--- config.mk ---
export PLATFORM = sky130hd
export DESIGN_NAME = register_file_wb
export DESIGN_NICKNAME = d
export VERILOG_FILES = /design/src/rtl/mips_pkg.sv /design/src/rtl/regfile_read_port.sv /design/src/rtl/register_file_wb.sv
export SDC_FILE = /design/constraint.sdc
export NUM_CORES = 2
export LEC_CHECK = 0
export CAP_MARGIN = 10
export CORE_ASPECT_RATIO = 1.5
export CORE_MARGIN = 2
export CORE_UTILIZATION = 35
export DETAILED_ROUTE_END_ITERATION = 12
export PLACE_DENSITY = 0.51
export RECOVER_POWER = 25
export SYNTH_ARGS = -nofsm -noshare
export SYNTH_HDL_FRONTEND = slang
export SYNTH_SLANG_ARGS = --single-unit
export TNS_END_PERCENT = 5
--- constraint.sdc ---
create_clock -name clk -period 58.9 [get_ports clk]
set_input_delay 17.67 -clock clk [delete_from_list [all_inputs] [get_ports clk]]
set_output_delay 17.67 -clock clk [all_outputs]
set_load 0.1 [all_outputs]
--- src/rtl/mips_pkg.sv ---
// rtl/mips_pkg.sv - shared MIPS register-file widths, constants and types
package mips_pkg;

  localparam int DATA_W   = 32;
  localparam int ADDR_W   = 5;
  localparam int NUM_REGS = 2 ** ADDR_W;
  localparam int CNT_W    = 16;

  localparam logic [ADDR_W-1:0] REG_ZERO = 5'd0;

  typedef logic [ADDR_W-1:0] reg_addr_t;
  typedef logic [DATA_W-1:0] word_t;

endpackage

--- src/rtl/regfile_read_port.sv ---
// rtl/regfile_read_port.sv - one combinational register-file read port
// Forces r0 to zero; forwards the in-flight write when WRITE_BYPASS_EN is defined.
module regfile_read_port
  import mips_pkg::*;
(
  input  logic [ADDR_W-1:0] dir,
  input  logic [DATA_W-1:0] regs [NUM_REGS],
  input  logic              wr_en,
  input  logic [ADDR_W-1:0] wr_dir,
  input  logic [DATA_W-1:0] wr_data,
  output logic [DATA_W-1:0] data
);

`ifdef WRITE_BYPASS_EN
  always_comb begin
    data = '0;
    if (dir != REG_ZERO) begin
      data = regs[dir];
      if (wr_en && (wr_dir == dir)) data = wr_data;
    end
  end
`else
  logic unused_wr;
  assign unused_wr = ^{wr_en, wr_dir, wr_data};

  always_comb begin
    data = '0;
    if (dir != REG_ZERO) data = regs[dir];
  end
`endif

endmodule

--- src/rtl/register_file_wb.sv ---
// rtl/register_file_wb.sv - 32x32 MIPS register file with write-back port and status
// Optional same-cycle write forwarding: define WRITE_BYPASS_EN.
module register_file_wb
  import mips_pkg::*;
(
  input  logic              clk,
  input  logic              reset,
  input  logic [ADDR_W-1:0] dir_a,
  input  logic [ADDR_W-1:0] dir_b,
  input  logic [ADDR_W-1:0] dir_w,
  input  logic [DATA_W-1:0] data_w,
  input  logic              reg_write,
  output logic [DATA_W-1:0] data_a,
  output logic [DATA_W-1:0] data_b,
  input  logic [ADDR_W-1:0] dbg_dir,
  output logic [DATA_W-1:0] dbg_data,
  output logic              wr_ack,
  output logic [ADDR_W-1:0] last_dir_w,
  output logic [CNT_W-1:0]  wr_count
);

  logic [DATA_W-1:0] regs [NUM_REGS];
  logic              accept;

  // Writes to r0 are dropped entirely: no storage, no ack, no count.
  assign accept = reg_write && (dir_w != REG_ZERO);

  always_ff @(posedge clk or posedge reset) begin
    if (reset) begin
      for (int i = 0; i < NUM_REGS; i++) regs[i] <= '0;
      wr_ack     <= 1'b0;
      last_dir_w <= '0;
      wr_count   <= '0;
    end else begin
      wr_ack <= accept;
      if (accept) begin
        regs[dir_w] <= data_w;
        last_dir_w  <= dir_w;
        wr_count    <= wr_count + 16'd1;
      end
    end
  end

  regfile_read_port u_port_a (
    .dir     (dir_a),
    .regs    (regs),
    .wr_en   (accept),
    .wr_dir  (dir_w),
    .wr_data (data_w),
    .data    (data_a)
  );

  regfile_read_port u_port_b (
    .dir     (dir_b),
    .regs    (regs),
    .wr_en   (accept),
    .wr_dir  (dir_w),
    .wr_data (data_w),
    .data    (data_b)
  );

  regfile_read_port u_port_dbg (
    .dir     (dbg_dir),
    .regs    (regs),
    .wr_en   (accept),
    .wr_dir  (dir_w),
    .wr_data (data_w),
    .data    (dbg_data)
  );

endmodule

==> results.txt <==
Hold Buf Count CTS: 0
Die Area: 0.185 mm2
crit path kind: in -> out
Reg clk slew, reported paths: 0.06 ns
critical path, cell by cell: buf_8 > buf_12 > buf_4 > buf_4 > buf_4 > mux4_2 > mux2_2 > o32ai_1 > nor3_1 > clkdlybuf4s50_1
ys async rst share: 100%
Worst VDD drop: 46.7 uV
CTS resizes: 0
mux share of post-synthesis cell area: 46.4%
Yosys top cell area share: 41.2%
post-CTS setup buffers: 0
post-route ant nets: 0
Worst Max-Slew Pin Slew: 8.35 ns
Synth Area in XOR/XNOR: 0.207%
crit share post-route: 69.9%
Arrival @ worst endpoint: 23.52 ns
post-synthesis compound-gate area fraction: 5.66%
Relative slew margins: -457%
GRT Total Usage: 27.7%
CTS Sinks: 1,046
Worst Hold Class: reg -> reg
H-Tree Depth: 3
crit-path max FO: 105
Horiz. Die Dim: 352 um
initial core utilization: 35.2%
Primary FF master, synth: dfrtp_1
vias per cell: 6.56
area leader, netlist: dfrtp_1
Crit. Startpoint: dbg_dir[2]
layout cells sized above 1: 45.8%
Die Ht: 526 um
Cell Area, Placed: 0.0672 mm2
Net Count, Synth: 4,515
power per cell area: 34.7 mW/mm2
clock root buffer master: clkbuf_16
Final Hold Viols: 0
first-pass iteration count of the detailed router: 5
final WL: 260,000 um
Ports: 173
placer's final routability congestion estimate: 0.825
post-synth cell types: 54
leading post-synthesis cells by cell area: dfrtp_1 (41%), mux4_2 (21%), mux2_2 (19%), mux2i_1 (6.5%), a22oi_1 (1.7%)
setup TNS: 0 ns
final instance area: 0.0713 mm2
Worst Setup End Kind: primary output
main combinational cell family by area after synthesis: multiplexers
slowest stage cell on the critical path: clkdlybuf4s50_1
Reg-to-Reg End: wr_count[15]$_DFFE_PP0P_
Ys Warns: 0
worst r2r path cells: 5
CTS tree: built
Max Root-Sink Buffers: 3
R2R setup slack: 57.01 ns
mapped cell area: 0.0636 mm2
crit path launch type: input port
Hold Crit Start: regs[996]$_DFFE_PP0P_
post-route DRC violation count: 0
FF+latch count, synth: 1,046
core box area: 0.181 mm2
Rows: 191
Gate Count Post-Synth: 4,459
initial antenna violation count: 29
drt wl/cell: 37.9 um
RSZ-0062 raised after global routing: no
Starting DRT DRC Count: 4,333
vias in the first global route: 46,300
Slew Limit Fails: 652
number of setup violations in the final report: 0
HPWL after detailed placement: 146,000 um
Post-synth EDFFs: 0
Area growth, synth to finish: 12.0%
crit path time final: 41.19 ns
Seq/Total Area, Yosys: 41.2%
Post-Synth Simple-Gate Area: 2.56%
largest net degree at the start of global routing: 154
nets: 4,388
critical path's top delay family: buffers and inverters
Reg-to-Reg Start: wr_count[4]$_DFFE_PP0P_
Max-cap violations: 10
TritonCTS Buffers: 113
Stages on worst setup path: 10
Leak Pwr: 0.0298 uW
crit path buf inv count: 6
Worst Setup EP: dbg_data[12]
remaining global-route overflow: 0
clk_skew: 0.00995 ns
Final Core Density: 39.4%
clk_lat worst skew: 0.75 ns
total number of vias: 44,900
most frequent cell on the critical path: buf_4
fmax: 24.3 MHz
Critical Path RT: 41.23 ns
Post-Synth Adder-Cell Area: 0.0197%
IO buf count: 172
status: finished with violations
Syn Area/Cell: 14.3 um2
failing checks: capacitance limit, slew limit
CP peak stage delay: 1.26 ns
first-pass GRT wire length: 366,000 um
-- area by class of cell --
class,instances,area [um2]
antenna,10,25.0
clock buffer,153,3230
clock inverter,59,861
fill,17100,109000
inverter,8,31.3
multi-input combinational,2874,35200
sequential,1046,26200
tap,2412,3020
timing repair buffer,289,2700
-- registers in the layout, summed over array words and instances, names as in the netlist --
signal / count
wr_ack: 1
wr_count: 16
regs: 1024
last_dir_w: 5
-- cells in the mapped netlist (23+ instances only) --
cell and count:
nor2_1 25, nor3_1 77, buf_1 47, dfrtp_1 1046, nand2_1 44, o22ai_1 89, a2111oi_0 54, buf_2 168
nor2b_1 65, a22oi_1 147, a22o_1 54, clkbuf_1 264, mux4_2 602, buf_4 26, mux2i_1 414, a21oi_1 60
a211oi_1 37, mux2_2 1050, buf_6 23
-- through the flow --
| stage | instances | hold WS [ns] | worst slack, ns | power [uW] |
|---|---|---|---|---|
| after floorplan | 4459 | 0.458 | 11.79 | 1490 |
| after global placement | 6626 | 0.413 | 17.60 | 1670 |
| after detailed placement | 6626 | 0.410 | 17.58 | 1680 |
| after CTS | 6838 | 0.423 | 17.59 | 2480 |
| after global routing | 6842 | 0.432 | 17.49 | 2570 |
| final | 6851 | 0.426 | 17.71 | 2470 |
-- cells in the final DEF (no fill, tap or decap), drive strengths merged, types with 3 or more instances in the layout --
| cell type | n |
|---|---|
| clkinvlp | 10 |
| dlygate4sd3 | 3 |
| mux2i | 414 |
| a21oi | 60 |
| nand4b | 3 |
| dfrtp | 1046 |
| xor2 | 7 |
| a211oi | 37 |
| nand2 | 44 |
| bufinv | 19 |
| o211a | 4 |
| o32ai | 19 |
| clkinv | 24 |
| mux2 | 1051 |
| a22oi | 147 |
| and3 | 4 |
| nand3b | 6 |
| buf | 122 |
| o21ai | 5 |
| nor2b | 65 |
| a31oi | 17 |
| a221oi | 5 |
| or2 | 4 |
| nor3 | 77 |
| or3 | 3 |
| nor2 | 25 |
| and2 | 23 |
| nor3b | 3 |
| nand4 | 6 |
| inv | 14 |
| clkbuf | 161 |
| nor4 | 21 |
| a22o | 54 |
| mux4 | 602 |
| a2111oi | 54 |
| diode | 10 |
| xnor2 | 8 |
| nand3 | 5 |
| o22ai | 89 |
| clkdlybuf4s50 | 156 |
-- worst register-to-register path: stages (launching register included) --
cell and delay [ns]:
dfrtp_1 0.45, nand4_1 0.28, a2111oi_0 0.46, clkbuf_1 0.28, nand4_1 0.16, xnor2_1 0.14
-- cell families (layout without fill, tap and decap cells) --
family	count (synthesis)	in the layout
xor gates and xnor gates	15	15
muxes	2067	2067
buffers and inverters	539	509
adders and majority gates	1	1
and+or+nand+nor	296	296
DFF	1046	1046
AOI/OAI and AO/OA	495	495
other	0	10
-- power breakdown --
group / internal, uW / switching (uW)
sequential: 855 / 146
clock: 468 / 328
combinational: 333 / 341
total: 1660 / 815
-- layer usage --
metal  share of wire, %  track usage [%]
met1                 39             34.5
met2                 47             44.3
met3                8.6             7.29
met4                5.7             14.3
met5              0.089                0
-- how the worst min path moves through the flow --
stage	end	slack [ns]	cells after the start
after detailed placement	regs[1023]$_DFFE_PP0P_	0.41	0
after global routing	regs[996]$_DFFE_PP0P_	0.43	0
after global placement	regs[1006]$_DFFE_PP0P_	0.41	0
final	regs[996]$_DFFE_PP0P_	0.43	0
after CTS	regs[996]$_DFFE_PP0P_	0.42	0
after floorplan	regs[1003]$_DFFE_PP0P_	0.46	1
Note: power is estimated with default switching activity, not from simulation.
